[config.mk]
export PLATFORM = sky130hd
export DESIGN_NAME = vga_scanout
export DESIGN_NICKNAME = d
export VERILOG_FILES = /design/src/rtl/vga_scanout.sv
export SDC_FILE = /design/constraint.sdc
export NUM_CORES = 1
export LEC_CHECK = 0
export BUFFER_PORTS_ARGS = -buffer_cell sky130_fd_sc_hd__clkbuf_2
export CORE_MARGIN = 2
export CORE_UTILIZATION = 29
export DETAILED_ROUTE_END_ITERATION = 8
export GPL_TIMING_DRIVEN = 1
export SETUP_SLACK_MARGIN = 0.15
export SYNTH_ARGS = -nofsm -noshare
export SYNTH_HDL_FRONTEND = slang
export SYNTH_SLANG_ARGS = --single-unit
[constraint.sdc]
create_clock -name clock -period 3.1 [get_ports clock]
set_clock_uncertainty 0.05 [all_clocks]
set_input_delay 0.31 -clock clock [delete_from_list [all_inputs] [get_ports clock]]
set_output_delay 0.31 -clock clock [all_outputs]
set_load 0.05 [all_outputs]
[src/rtl/vga_scanout.sv]
// 640x480@60 VGA scanout: pixel timing, framebuffer fetch and registered RGB/sync outputs.
// Optional SCANOUT_TESTPATTERN_EN adds a testPattern input that replaces the image with colour bars.
module vga_scanout #(
    parameter int WIDTH        = 640,
    parameter int HEIGHT       = 480,
    parameter int H_FRONT      = 16,
    parameter int H_SYNC       = 96,
    parameter int H_BACK       = 48,
    parameter int V_FRONT      = 10,
    parameter int V_SYNC       = 2,
    parameter int V_BACK       = 33,
    parameter int CLK_DIV      = 4,
    parameter int READ_LATENCY = 1,
    parameter int COLOR_DEPTH  = 4
) (
    input  logic                       clock,
    input  logic                       reset,
    input  logic                       enable,
`ifdef SCANOUT_TESTPATTERN_EN
    input  logic                       testPattern,
`endif
    output logic                       readEnable,
    output logic [12:0]                readX,
    output logic [12:0]                readY,
    input  logic [3*COLOR_DEPTH-1:0]   readVal,
    output logic [COLOR_DEPTH-1:0]     vgaRed,
    output logic [COLOR_DEPTH-1:0]     vgaGreen,
    output logic [COLOR_DEPTH-1:0]     vgaBlue,
    output logic                       hsync,
    output logic                       vsync,
    output logic                       vblank,
    output logic                       frameStart
);
    localparam int H_TOTAL = WIDTH + H_FRONT + H_SYNC + H_BACK;
    localparam int V_TOTAL = HEIGHT + V_FRONT + V_SYNC + V_BACK;
    localparam int DIV_W   = (CLK_DIV > 1) ? $clog2(CLK_DIV) : 1;
    localparam int CW      = 3 * COLOR_DEPTH;

    localparam logic [DIV_W-1:0] DIV_LAST = DIV_W'(CLK_DIV - 1);
    localparam logic [9:0] H_LAST   = 10'(H_TOTAL - 1);
    localparam logic [9:0] V_LAST   = 10'(V_TOTAL - 1);
    localparam logic [9:0] H_VIS    = 10'(WIDTH);
    localparam logic [9:0] V_VIS    = 10'(HEIGHT);
    localparam logic [9:0] HS_START = 10'(WIDTH + H_FRONT);
    localparam logic [9:0] HS_END   = 10'(WIDTH + H_FRONT + H_SYNC);
    localparam logic [9:0] VS_START = 10'(HEIGHT + V_FRONT);
    localparam logic [9:0] VS_END   = 10'(HEIGHT + V_FRONT + V_SYNC);

    logic [DIV_W-1:0]        divCount;
    logic [9:0]              hCount;
    logic [9:0]              vCount;
    logic [12:0]             xHold;
    logic [12:0]             yHold;
    logic [READ_LATENCY-1:0] fetchPipe;
    logic [CW-1:0]           color;
    logic                    tick;
    logic                    visible;
    logic                    fetch;
    logic [CW-1:0]           pixel;

    // Read port: readEnable is a single-clock strobe with no back-pressure; the memory
    // must present readVal exactly READ_LATENCY clocks later, where it is captured.
    always_comb begin
        tick    = (divCount == DIV_LAST);
        visible = (hCount < H_VIS) && (vCount < V_VIS);
`ifdef SCANOUT_TESTPATTERN_EN
        fetch   = enable && !testPattern && (divCount == '0) && visible;
`else
        fetch   = enable && (divCount == '0) && visible;
`endif
        pixel = color;
`ifdef SCANOUT_TESTPATTERN_EN
        if (testPattern) begin
            pixel = {{COLOR_DEPTH{hCount[9]}}, {COLOR_DEPTH{hCount[8]}}, {COLOR_DEPTH{hCount[7]}}};
        end
`endif
        if (!visible) begin
            pixel = '0;
        end
        readEnable = fetch;
        readX      = fetch ? {3'b000, hCount} : xHold;
        readY      = fetch ? {3'b000, vCount} : yHold;
    end

    // Output stage is loaded on the tick, so it always shows the pixel of the period just ended.
    always_ff @(posedge clock or posedge reset) begin
        if (reset) begin
            {divCount, hCount, vCount}  <= '0;
            {xHold, yHold}              <= '0;
            fetchPipe                   <= '0;
            color                       <= '0;
            {vgaRed, vgaGreen, vgaBlue} <= '0;
            hsync                       <= 1'b1;
            vsync                       <= 1'b1;
            vblank                      <= 1'b0;
            frameStart                  <= 1'b0;
        end else if (!enable) begin
            {divCount, hCount, vCount}  <= '0;
            {xHold, yHold}              <= '0;
            fetchPipe                   <= '0;
            color                       <= '0;
            {vgaRed, vgaGreen, vgaBlue} <= '0;
            hsync                       <= 1'b1;
            vsync                       <= 1'b1;
            vblank                      <= 1'b0;
            frameStart                  <= 1'b0;
        end else begin
            divCount <= tick ? '0 : divCount + DIV_W'(1);
            if (tick) begin
                if (hCount == H_LAST) begin
                    hCount <= '0;
                    vCount <= (vCount == V_LAST) ? '0 : vCount + 10'd1;
                end else begin
                    hCount <= hCount + 10'd1;
                end
            end
            if (fetch) begin
                xHold <= {3'b000, hCount};
                yHold <= {3'b000, vCount};
            end
            fetchPipe[0] <= fetch;
            for (int i = 1; i < READ_LATENCY; i++) begin
                fetchPipe[i] <= fetchPipe[i-1];
            end
            if (fetchPipe[READ_LATENCY-1]) begin
                color <= readVal;
            end
            if (tick) begin
                {vgaRed, vgaGreen, vgaBlue} <= pixel;
                hsync  <= !((hCount >= HS_START) && (hCount < HS_END));
                vsync  <= !((vCount >= VS_START) && (vCount < VS_END));
                vblank <= (vCount >= V_VIS);
            end
            frameStart <= tick && (vCount >= V_VIS) && !vblank;
        end
    end
endmodule

# ---- Word-level counts from Yosys, hierarchy flattened
# Cells that the tools add are included.
dict set report totals {
  inputBits 15
  memories 0
  ramBits 0
  out_inout_bits 43
  mem_bits_ro 0
  register_bits 77
  latchBits 0
}
dict set report classes {
  magnitude_cmp 7
  n_bitwise 0
  reduce_logical 12
  eq_ne 6
  n_mux 30
  shift 0
  add_sub_neg 3
  n_mul 0
  div 0
}
# op count
set op_table {}
lappend op_table {{10-bit two-way mux} 7}
lappend op_table {{13-bit two-way mux} 4}
lappend op_table {{12-bit two-way mux} 3}
lappend op_table {{4-bit two-way mux} 6}
lappend op_table {{10-bit by 1-bit adder with 10-bit output, second input constant} 2}
lappend op_table {{10-bit == test, second input constant} 2}
lappend op_table {{10-bit by 9-bit greater-or-equal comparator with 1-bit output, second input constant} 2}
lappend op_table {{10-bit < comparator, second input constant} 2}
lappend op_table {{10-bit by 9-bit < comparator with 1-bit output, second input constant} 2}
lappend op_table {{10-bit greater-or-equal comparator, second input constant} 1}
lappend op_table {{1-bit two-way mux} 8}
lappend op_table {{1-bit logical AND} 7}
lappend op_table {{2-bit by 1-bit inequality test with 1-bit output, second input constant} 3}
lappend op_table {{2-bit two-way mux} 2}
lappend op_table {{1-bit zero test} 3}
lappend op_table {{2-bit by 1-bit adder with 2-bit output, second input constant} 1}
lappend op_table {{2-bit == test, second input constant} 1}
lappend op_table {{2-bit zero test} 1}
lappend op_table {{2-bit AND reduction} 1}

# ---- Depth between registers and ports, before layout
dict set report logic_depth {
  word_depth 5
  depth_mapped 6
  mapped_depth_nobuf 6
}

# ---- Worst setup path before layout
# No wires, ideal clock.
dict set report synth_timing {
  kind {register -> register}
  from {register vCount[6]}
  to {register xHold[9]}
  path_slack_ns 1.010
  arrival_ns 1.921
  required_ns 2.931
  path_stages_with_launch 7
  cell_sequence {dfrtp_1 -> buf_2 -> a41oi_2 -> nand4_2 -> buf_2 -> mux2_1 -> and2_1}
}
dict set report synth_between {
  elab_chain_cells 5
}
# item line
set synth_rtl {}
lappend synth_rtl {{start, declared} 51} ;# logic [9:0] vCount;
lappend synth_rtl {{start signal, assigned} 112} ;# vCount <= (vCount == V_LAST) ? '0 : vCount + 10'd1;
lappend synth_rtl {{10-bit by 9-bit < comparator with 1-bit output} 65} ;# visible = (hCount < H_VIS) && (vCount < V_VIS);
lappend synth_rtl {{1-bit logical AND} 65}
lappend synth_rtl {{1-bit logical AND} 69} ;# fetch = enable && (divCount == '0) && visible;
lappend synth_rtl {{13-bit two-way mux} --}
lappend synth_rtl {{via readX[9]} 23} ;# output logic [12:0] readX,
lappend synth_rtl {{13-bit two-way mux} --}
lappend synth_rtl {{end signal, assigned} 118} ;# xHold <= {3'b000, hCount};
lappend synth_rtl {{end, declared} 52} ;# logic [12:0] xHold;
# The timed path passes the listed nets, and every way through them passes these cells.
# A chain may end at the register's enable or synchronous reset.

# ---- Worst setup path after layout
dict set report layout_timing {
  from {register vCount[8]}
  to {output readX[9]}
}
dict set report layout_between {
  elab_chain_cells 4
}
# item line
set layout_rtl {}
lappend layout_rtl {{10-bit by 9-bit < comparator with 1-bit output} 65}
lappend layout_rtl {{1-bit logical AND} 65}
lappend layout_rtl {{1-bit logical AND} 69}
lappend layout_rtl {{13-bit two-way mux} --}
lappend layout_rtl {{end, declared} 23}
# No other way between the ends.

==> out/qor.txt <==
Largest stage delay, worst path -> 0.48 ns
initial antenna violation count -> 0
DR iter-0 viols -> 131
H-tree Lvls -> 3
VDD IR-drop max -> 0.000377 V
core box area -> 11900 um2
syn_nets -> 331
Area Growth Syn to Fin -> 23.4%
internal power -> 1960 uW
total setup buffers inserted after CTS -> 0
Slew Limit Fails -> 0
Synth Register Bits -> 77
Worst-Skew Late Latency -> 0.33 ns
detailed-routed wire length on met2 -> 3.53 mm
sequential fraction of design power -> 42.3%
Gate power share -> 7.6%
die width -> 114 um
Root Driver -> clkbuf_16
via count -> 2494
Max clock buf depth -> 2
max_cap viols -> 0
WL per Instance -> 15.0 um
WHS -> 0.191 ns
share of layout cells above drive strength 1 -> 29.0%
initial core utilization -> 29.5%
Post-synth ARST share -> 100%
vias in the first global route -> 2429
Vias per Instance -> 4.80
Std-Cell Rows -> 40
routability cong. -> 0.856
die area -> 13000 um2
commonest non-fill, non-tap cells in the layout -> 75 x dfrtp_1, 57 x clkbuf_2, 30 x nor2_1
GR Overflow Total -> 0
height of the die -> 114 um
Leak -> 0.00213 uW
final net count -> 390
first-pass GRT wire length -> 12.7 mm
fmax -> 0.390 GHz
status -> finished, final reports clean
drt drc -> 0
I/O pin total -> 58
crit-path max FO -> 19
Post-DRT Antenna Nets -> 0
crit-path cells -> a41oi_2 > nand4_2 > buf_4 > mux2_1 > clkbuf_2
DP Wirelength -> 5.36 mm
most common cell after layout, fill and taps aside -> dfrtp_1
Mapped Avg Cell Area -> 11.4 um2
gr usage total -> 12.7%
Pre-Repair DR Iteration Count -> 5
Post-synth EDFFs -> 0
CTS tree -> done
post-synthesis cell count -> 309
switching part of the total -> 21.9%
Final Cycle Share -> 82.6%
Synth Cell Area -> 3510 um2
top_reg_cell synth -> dfrtp_1
fill count -> 1203
critical path's top delay family -> flip-flops
Worst setup EP type -> primary output
largest net degree at the start of global routing -> 41
CP required -> 2.74 ns
crit path kind -> flop to primary output
worst min path class -> input pin to flop
CP startpoint kind -> flop
final setup fails -> 0
slowest CP cell -> dfrtp_1
Bufs and invs on worst path -> 2
Clk pwr share -> 50.0%
final setup TNS -> 0 ns
Seq/Total Area, Yosys -> 54.9%
final wirelength -> 7.80 mm
Net Sw Power -> 552 uW
WL met1 -> 3.86 mm
clock-pin slew on the worst setup and hold paths -> 0.06 ns
Worst Tran Pin Value -> 0.698 ns
Tmin final -> 2.56 ns
Worst Path Arrival -> 2.20 ns
pwr dens -> 580 nW/um2
Top Metal Used -> met4
metal3 WL -> 312 um
max_slew headroom -> 53.5%
ANT cells -> 0
Yosys warning count -> 0
Yosys cell types -> 50
Clock Sinks -> 77
count of input and output buffers -> 57
RSZ-0062 raised after global routing -> no
final hold violation count -> 0
CTS Buf Count -> 9
sequential cells by signal, indices dropped and copies added, names as in the netlist, 2 cells and up:
signal / flops
color: 12
divCount: 2
hCount: 10
vCount: 10
vgaBlue: 4
vgaGreen: 4
vgaRed: 4
xHold: 13
yHold: 13
synth_stat cells (all sizes together), types with 5 or more instances:
| master | count | area share, % |
|---|---|---|
| o31ai | 5 | 1.5 |
| o21ai | 6 | 0.85 |
| nor2 | 30 | 3.2 |
| nand3 | 9 | 1.3 |
| nand2 | 13 | 1.4 |
| buf | 6 | 0.89 |
| clkbuf | 12 | 1.3 |
| mux2 | 19 | 6.1 |
| a22o | 14 | 3.5 |
| dfrtp | 75 | 53 |
| and2 | 28 | 5.0 |
| and3 | 11 | 2.0 |
| ha | 7 | 2.5 |
| inv | 11 | 1.2 |
| nand4 | 8 | 1.6 |
| mux2i | 12 | 3.4 |
| o311ai | 5 | 1.2 |
power groups by stage:
stage	Sequential, uW	Clock (uW)	Combinational (uW)
3_3_place_gp	1080	0	192
6_report	1070	1260	192
4_1_cts	1060	1300	197
3_5_place_dp	1080	0	196
2_1_floorplan	1070	0	140
5_1_grt	1070	1350	215
final timing paths:
kind	cells after the start	slack (ns)	start	to
max in group asynchronous	4	1.82	reset	hsync
worst min-delay path	3	0.19	readVal[1]	color[1]
worst max register to register	5	1.03	hCount[1]	vCount[5]
worst min register to register	1	0.41	divCount[0]	divCount[0]
worst max-delay path	5	0.54	vCount[8]	readX[9]
min in group asynchronous	3	0.43	reset	divCount[1]
cells by family after synthesis:
family / Yosys count / synth area share [%]
multiplexers: 31 / 9.51
XOR/XNOR: 6 / 1.50
adder cells (fa/ha/maj): 7 / 2.49
flip-flops: 77 / 54.9
AO/OA/AOI/OAI: 44 / 10.8
buffers and inverters: 30 / 3.45
AND/OR/NAND/NOR: 114 / 17.4
through the flow:
| stage | total power [uW] | area [um2] | util (%) | cells | setup WS (ns) |
|---|---|---|---|---|---|
| 4_1_cts | 2560 | 4340 | 36.4 | 520 | 0.513 |
| 6_report | 2520 | 4340 | 36.4 | 520 | 0.538 |
| 3_3_place_gp | 1270 | 3970 | 33.3 | 503 | 0.930 |
| 5_1_grt | 2630 | 4340 | 36.4 | 520 | 0.427 |
| 2_1_floorplan | 1210 | 3510 | - | 309 | 0.777 |
| 3_5_place_dp | 1280 | 3970 | 33.3 | 503 | 0.898 |
tightest hold or removal path, delay by kind of cell:
family / cells / cell delay (ns)
and+or+nand+nor: 1 / 0.07
muxes: 1 / 0.06
buffers and inverters: 1 / 0.08
routing by layer:
metal	vias to the layer above	GRT usage (%)
met5	-	0
met1	1197	17.1
met3	8	3.92
li1	1219	-
met4	0	4.07
met2	70	19.6
cell type report:
type | count | area (um2) | area share [%]
Timing Repair Buffer | 66 | 355 | 8.19
Tap cell | 147 | 184 | 4.24
Clock inverter | 5 | 125 | 2.89
Multi-Input combinational cell | 202 | 1460 | 33.8
Inverter | 12 | 46.3 | 1.07
Sequential cell | 77 | 1930 | 44.5
Clock buffer | 11 | 233 | 5.37
repair_timing:
action	in CTS	in global routing
gates resized for setup	0	0
hold buffers	1	0
endpoints found under the hold margin	18	0
No activity file was read; power rests on OpenSTA's default activity.
